===== config.mk =====
export PLATFORM = sky130hd
export DESIGN_NAME = dmem_access_ctrl
export DESIGN_NICKNAME = d
export VERILOG_FILES = /design/src/rtl/dmem_access_ctrl.sv
export SDC_FILE = /design/constraint.sdc
export NUM_CORES = 1
export LEC_CHECK = 0
export ABC_CLOCK_PERIOD_IN_PS = 2800
export CAP_MARGIN = 0
export CELL_PAD_IN_SITES_DETAIL_PLACEMENT = 1
export CELL_PAD_IN_SITES_GLOBAL_PLACEMENT = 1
export CORE_MARGIN = 5
export CORE_UTILIZATION = 34
export DETAILED_ROUTE_END_ITERATION = 6
export PLACE_DENSITY_LB_ADDON = 0.1
export SLEW_MARGIN = 0
export SYNTH_ARGS = -nofsm -noshare
export SYNTH_HDL_FRONTEND = slang
export SYNTH_SLANG_ARGS = --single-unit

===== constraint.sdc =====
create_clock -name clock -period 2.8 [get_ports clock]
set_clock_uncertainty 0.2 [all_clocks]
set_input_delay 0.56 -clock clock [delete_from_list [all_inputs] [get_ports clock]]
set_output_delay 0.56 -clock clock [all_outputs]
set_load 0.005 [all_outputs]

===== src/rtl/dmem_access_ctrl.sv =====
// Data-memory access controller for the MEM stage: range/alignment checks,
// sign/zero-extended loads and read-modify-write sub-word stores.
module dmem_access_ctrl #(
    parameter logic [31:0] MEM_BASE  = 32'h01000000,
    parameter logic [31:0] MEM_BYTES = 32'h00100000
) (
    input  logic        clock,
    input  logic        reset,
    input  logic        req_valid,
    output logic        req_ready,
    input  logic        req_write,
    input  logic [31:0] req_addr,
    input  logic [31:0] req_wdata,
    input  logic [1:0]  req_size,
    input  logic        req_unsigned,
    output logic        rsp_valid,
    output logic [31:0] rsp_rdata,
    output logic        rsp_fault,
    output logic [31:0] mem_addr,
    output logic        mem_read_write,
    output logic [31:0] mem_data_in,
    input  logic [31:0] mem_data_out
);

    typedef enum logic [1:0] {IDLE, RD, WR, RESP} state_t;

    state_t      state, state_nx;
    logic        wr_q, uns_q, fault_q;
    logic [31:0] addr_q, wdata_q, rdword_q, rdata_q;
    logic [1:0]  size_q;

    logic        accept, fault;
    logic [2:0]  nbytes;
    logic [32:0] acc_end, mem_end;
    logic [31:0] merged, ld_ext;
    logic [7:0]  ld_b;
    logic [15:0] ld_h;

    assign accept = req_valid && (state == IDLE);

    // Bounds are checked in 33 bits so an access wrapping past 2^32 faults.
    always_comb begin
        nbytes = 3'd0;
        case (req_size)
            2'd0:    nbytes = 3'd1;
            2'd1:    nbytes = 3'd2;
            2'd2:    nbytes = 3'd4;
            default: nbytes = 3'd0;
        endcase
    end

    assign acc_end = {1'b0, req_addr} + {30'd0, nbytes};
    assign mem_end = {1'b0, MEM_BASE} + {1'b0, MEM_BYTES};

    assign fault = (req_size == 2'd3)
                || (req_size == 2'd1 && req_addr[0])
                || (req_size == 2'd2 && req_addr[1:0] != 2'b00)
                || (req_addr < MEM_BASE)
                || (acc_end > mem_end);

    // Load lane select and extension, from the live memory word in RD.
    always_comb begin
        ld_b   = mem_data_out[{addr_q[1:0], 3'b000} +: 8];
        ld_h   = mem_data_out[{addr_q[1], 4'b0000} +: 16];
        ld_ext = mem_data_out;
        case (size_q)
            2'd0:    ld_ext = {{24{ld_b[7] & ~uns_q}}, ld_b};
            2'd1:    ld_ext = {{16{ld_h[15] & ~uns_q}}, ld_h};
            default: ld_ext = mem_data_out;
        endcase
    end

    // Sub-word store: overwrite only the addressed lane of the captured word.
    always_comb begin
        merged = rdword_q;
        case (size_q)
            2'd0:    merged[{addr_q[1:0], 3'b000} +: 8]  = wdata_q[7:0];
            2'd1:    merged[{addr_q[1], 4'b0000} +: 16]  = wdata_q[15:0];
            default: merged = wdata_q;
        endcase
    end

    always_comb begin
        state_nx = state;
        case (state)
            IDLE: if (accept) begin
                if (fault)                             state_nx = RESP;
                else if (req_write && req_size == 2'd2) state_nx = WR;
                else                                    state_nx = RD;
            end
            RD:      state_nx = wr_q ? WR : RESP;
            WR:      state_nx = RESP;
            RESP:    state_nx = IDLE;
            default: state_nx = IDLE;
        endcase
    end

    always_ff @(posedge clock or negedge reset) begin
        if (!reset) begin
            state    <= IDLE;
            wr_q     <= 1'b0;
            uns_q    <= 1'b0;
            fault_q  <= 1'b0;
            addr_q   <= '0;
            wdata_q  <= '0;
            size_q   <= '0;
            rdword_q <= '0;
            rdata_q  <= '0;
        end else begin
            state <= state_nx;
            if (accept) begin
                wr_q    <= req_write;
                uns_q   <= req_unsigned;
                addr_q  <= req_addr;
                wdata_q <= req_wdata;
                size_q  <= req_size;
                fault_q <= fault;
                rdata_q <= '0;
            end
            if (state == RD) begin
                rdword_q <= mem_data_out;
                if (!wr_q) rdata_q <= ld_ext;
            end
        end
    end

    assign req_ready      = (state == IDLE);
    assign rsp_valid      = (state == RESP);
    assign rsp_rdata      = (state == RESP) ? rdata_q : 32'd0;
    assign rsp_fault      = (state == RESP) && fault_q;
    assign mem_addr       = (state == RD || state == WR) ? {addr_q[31:2], 2'b00} : 32'd0;
    assign mem_read_write = (state == WR);
    assign mem_data_in    = (state == WR) ? merged : 32'd0;

endmodule


==> run summary <==
outcome = complete, but fails checks
violations in the final reports = setup timing
cell count after synthesis = 825
top_reg_cell synth = sky130_fd_sc_hd__dfrtp_1
max-cap check violation count = 0
maximum level of the CTS H-tree = 4
starting utilization of the core area = 34.4%
most prevalent standard cell on the critical path = sky130_fd_sc_hd__buf_4
number of enable-type register cells in the synthesized netlist = 0
fraction of synthesized area in multiplexers = 15.5%
P&R area growth vs syn = 55.5%
clock slew at the register clock pins of the worst setup and hold paths = 0.07 ns
required time reported for the critical path endpoint = 2.04 ns
pin count of the biggest net entering global routing = 57
startpoint class of the critical path = flip-flop
setup repair after global routing missed its margin = true
share of async-settable or async-resettable flops after synthesis = 100%
compound-gate portion of the synthesized area = 17.7%
drt total wl = 31900 um
worst vdd rail ir drop = 0.000534 V
flip-flop and latch count after synthesis = 135
leading post-synthesis cells by cell area = sky130_fd_sc_hd__dfrtp_1 42%, sky130_fd_sc_hd__mux2_2 13%, sky130_fd_sc_hd__and2_1 5.1%, sky130_fd_sc_hd__o21ai_0 4.2%, sky130_fd_sc_hd__nand2_1 3.7%
max-slew violation count = 0
length of the first detailed-routing pass in iterations = 6
class of the most critical hold timing path = flip-flop to flip-flop
Total Neg Setup Slack = -7.35 ns
endpoint type of the worst setup path = primary output
path type of the worst setup path = flip-flop to primary output
number of fillers in the final layout = 2605
GP Congestion = 0.844
global-route usage over all layers = 22.8%
fmax = 314 MHz
Synth Area in Adders = 2.12%
CORE AREA = 23400 um2
TritonCTS clock tree = done
leading cell types in the layout, fill and taps excluded = 134 x sky130_fd_sc_hd__dfrtp_1, 120 x sky130_fd_sc_hd__clkdlybuf4s50_1, 110 x sky130_fd_sc_hd__buf_4, 92 x sky130_fd_sc_hd__mux2_2, 74 x sky130_fd_sc_hd__nand2_1
cell area after synthesis = 8040 um2
crit-path cells = inv_2 > ha_4 > nand2_2 > nor3_2 > buf_4 > buf_4 > a221oi_1 > a211oi_1 > a21oi_1 > nor2b_1 > buf_2
cell family with the largest share of critical-path delay = compound AO/OA/AOI/OAI gates
CP max stage cell = sky130_fd_sc_hd__dfrtp_1
overall die height = 164 um
final setup vio count = 35
Detail Placement HPWL = 22100 um
Avg Vias per Cell = 5.40
post-synth top area share = 42.0%
width of the die = 164 um
count of pins on the block boundary = 203
TritonCTS buffer count = 17
sequential cell area fraction in the yosys report = 42.0%
count of standard-cell rows = 56
yosys synthesis warning count = 0
dominant combinational cell family by area after synthesis = simple AND/OR/NAND/NOR gates
Clock Tree Root = sky130_fd_sc_hd__clkbuf_16
signal arrival time at the worst endpoint = 2.42 ns
DRC = 0
net count of the finished layout = 1246
flip-flop and latch area = 3380 um2
global-route wire length before repair = 47600 um
GRT overflow = 0
footprint of the multi-input gates = 4820 um2
cell type with the largest total area after synthesis = sky130_fd_sc_hd__dfrtp_1
vias in the first global route = 8424
clk buf depth = 2
Avg Synthesized Cell Area = 9.75 um2
number of buffers added on ports = 200
leakage power = 5.68 nW
Power Dens Cells = 1100 nW/um2
Final Critical Period = 3.18 ns
Post-Synth XOR/XNOR Area = 0.653%
worst-case setup margin in the final layout = -0.381 ns
number of buffers and inverters on the critical path = 4
via count = 7899
latest clock arrival within the worst-skew pair = 0.42 ns
number of nets with antenna violations after routing = 0
simple-gate area share of the yosys netlist = 17.9%
crit path max fanout = 5
Tightest Pin Transition = 0.504 ns
CTS sink count = 135
Placed Instance Area = 11100 um2
floorplan die area = 26800 um2
ratio of cells with drive above 1 in the final layout = 34.3%
count of different cell masters after synthesis = 64
most frequent standard cell in the layout excluding fill and tap cells = sky130_fd_sc_hd__dfrtp_1
Non-Filler Cell Area, Final = 12500 um2
Rel. slew slack = 66.2%
count of endpoints failing hold in the final timing report = 0
maximum cell stage delay along the critical path = 0.40 ns
fraction of the cycle the final worst path needs = 114%
DR WL/cell = 21.8 um
antenna violations before repair = 1
initial detailed-routing violation count = 420
through the flow:
step / hold WS, ns / util [%] / total power, mW / setup slack (ns) / std cells
final: 0.271 / 53.4 / 13.7 / -0.381 / 1463
after global routing: 0.303 / 53.4 / 14.6 / -0.575 / 1463
after CTS: 0.280 / 51.4 / 13.2 / -0.294 / 1444
after detailed placement: 0.265 / 47.5 / 10.5 / -1.07 / 1388
after global placement: 0.257 / 47.5 / 10.3 / -1.00 / 1388
after floorplan: 0.0644 / - / 7.07 / -0.195 / 826
cell usage after synthesis, types with 4 or more instances:
| library cell | number |
|---|---|
| sky130_fd_sc_hd__a211oi_1 | 18 |
| sky130_fd_sc_hd__a21oi_1 | 45 |
| sky130_fd_sc_hd__a221oi_1 | 32 |
| sky130_fd_sc_hd__a222oi_1 | 14 |
| sky130_fd_sc_hd__and2_1 | 66 |
| sky130_fd_sc_hd__and3_1 | 4 |
| sky130_fd_sc_hd__buf_1 | 6 |
| sky130_fd_sc_hd__buf_2 | 4 |
| sky130_fd_sc_hd__buf_4 | 4 |
| sky130_fd_sc_hd__clkbuf_1 | 42 |
| sky130_fd_sc_hd__dfrtp_1 | 135 |
| sky130_fd_sc_hd__ha_1 | 12 |
| sky130_fd_sc_hd__inv_1 | 22 |
| sky130_fd_sc_hd__mux2_2 | 92 |
| sky130_fd_sc_hd__mux2i_1 | 20 |
| sky130_fd_sc_hd__nand2_1 | 79 |
| sky130_fd_sc_hd__nand2b_1 | 4 |
| sky130_fd_sc_hd__nand3_1 | 12 |
| sky130_fd_sc_hd__nand4_1 | 4 |
| sky130_fd_sc_hd__nor2_1 | 32 |
| sky130_fd_sc_hd__nor2b_1 | 26 |
| sky130_fd_sc_hd__nor3_1 | 10 |
| sky130_fd_sc_hd__nor4_1 | 7 |
| sky130_fd_sc_hd__o21ai_0 | 67 |
| sky130_fd_sc_hd__o221ai_1 | 9 |
| sky130_fd_sc_hd__or4_1 | 4 |
| sky130_fd_sc_hd__xor2_1 | 6 |
worst reg2reg max path: cells and delay by family (launching register included):
family                 cells  cell delay, ns
AOI/OAI and AO/OA          4            0.65
DFF                        1            0.40
and+or+nand+nor            1            0.29
muxes                      1            0.26
buffers and inverters      3            0.69
where the power goes:
| group | switching (mW) | internal, mW | leakage [nW] | total (mW) |
|---|---|---|---|---|
| registers | 0.883 | 2.87 | 1.64 | 3.76 |
| clock network | 0.958 | 1.26 | 0.275 | 2.22 |
| logic | 3.65 | 4.08 | 3.77 | 7.74 |
worst paths after layout:
| kind | slack, ns | from | depth (start not counted) | end |
|---|---|---|---|---|
| max | -0.38 | addr_q[0]$_DFFE_PN0P_ | 11 | mem_data_in[23] |
| min | 0.27 | rdata_q[4]$_DFF_PN0_ | 2 | rdata_q[4]$_DFF_PN0_ |
| min reg2reg | 0.27 | rdata_q[4]$_DFF_PN0_ | 2 | rdata_q[4]$_DFF_PN0_ |
| min in group asynchronous | 0.41 | reset | 2 | rdata_q[6]$_DFF_PN0_ |
| max reg2reg | 0.22 | addr_q[1]$_DFFE_PN0P_ | 9 | rdata_q[24]$_DFF_PN0_ |
| max in group asynchronous | 1.37 | reset | 3 | wdata_q[13]$_DFFE_PN0P_ |
layout make-up:
class / instances / share of cell area, %
multi-input combinational: 611 / 38.5
inverter: 24 / 0.731
timing repair buffer: 341 / 25.9
tap: 319 / 3.19
clock buffer: 18 / 3.51
clock inverter: 14 / 1.09
sequential: 135 / 27.0
antenna: 1 / 0.0200
layer usage:
metal	GRT usage (%)	vias up	wire length, um
met1	27.2	3994	12600
met2	41.5	221	17200
met4	7.01	0	773
met5	0	-	0
met3	4.37	54	1380
li1	-	3630	-
state kept, by name, indices dropped and copies added, names as in the netlist:
name	count
addr_q	32
rdata_q	32
rdword_q	32
wdata_q	32
size_q	2
state	2
fault_q	1
uns_q	1
wr_q	1
cell families (layout without fill, tap and decap cells):
group | after synthesis | count (layout)
and+or+nand+nor | 266 | 266
AOI/OAI and AO/OA | 211 | 211
other | 1 | 3
buffers and inverters | 80 | 397
adders and majority gates | 13 | 13
xor gates and xnor gates | 6 | 6
muxes | 113 | 113
DFF | 135 | 135
repair_timing:
| action | CTS | global route |
|---|---|---|
| hold endpoints to repair | 33 | 0 |
| setup buffers | 23 | 15 |
| pin swaps | 50 | 39 |
| cloned | 1 | 3 |
| endpoints found under the setup margin | 65 | 96 |
| gates resized for setup | 208 | 90 |
| hold buffers | 1 | 0 |
Note: power is estimated with default switching activity, not from simulation.
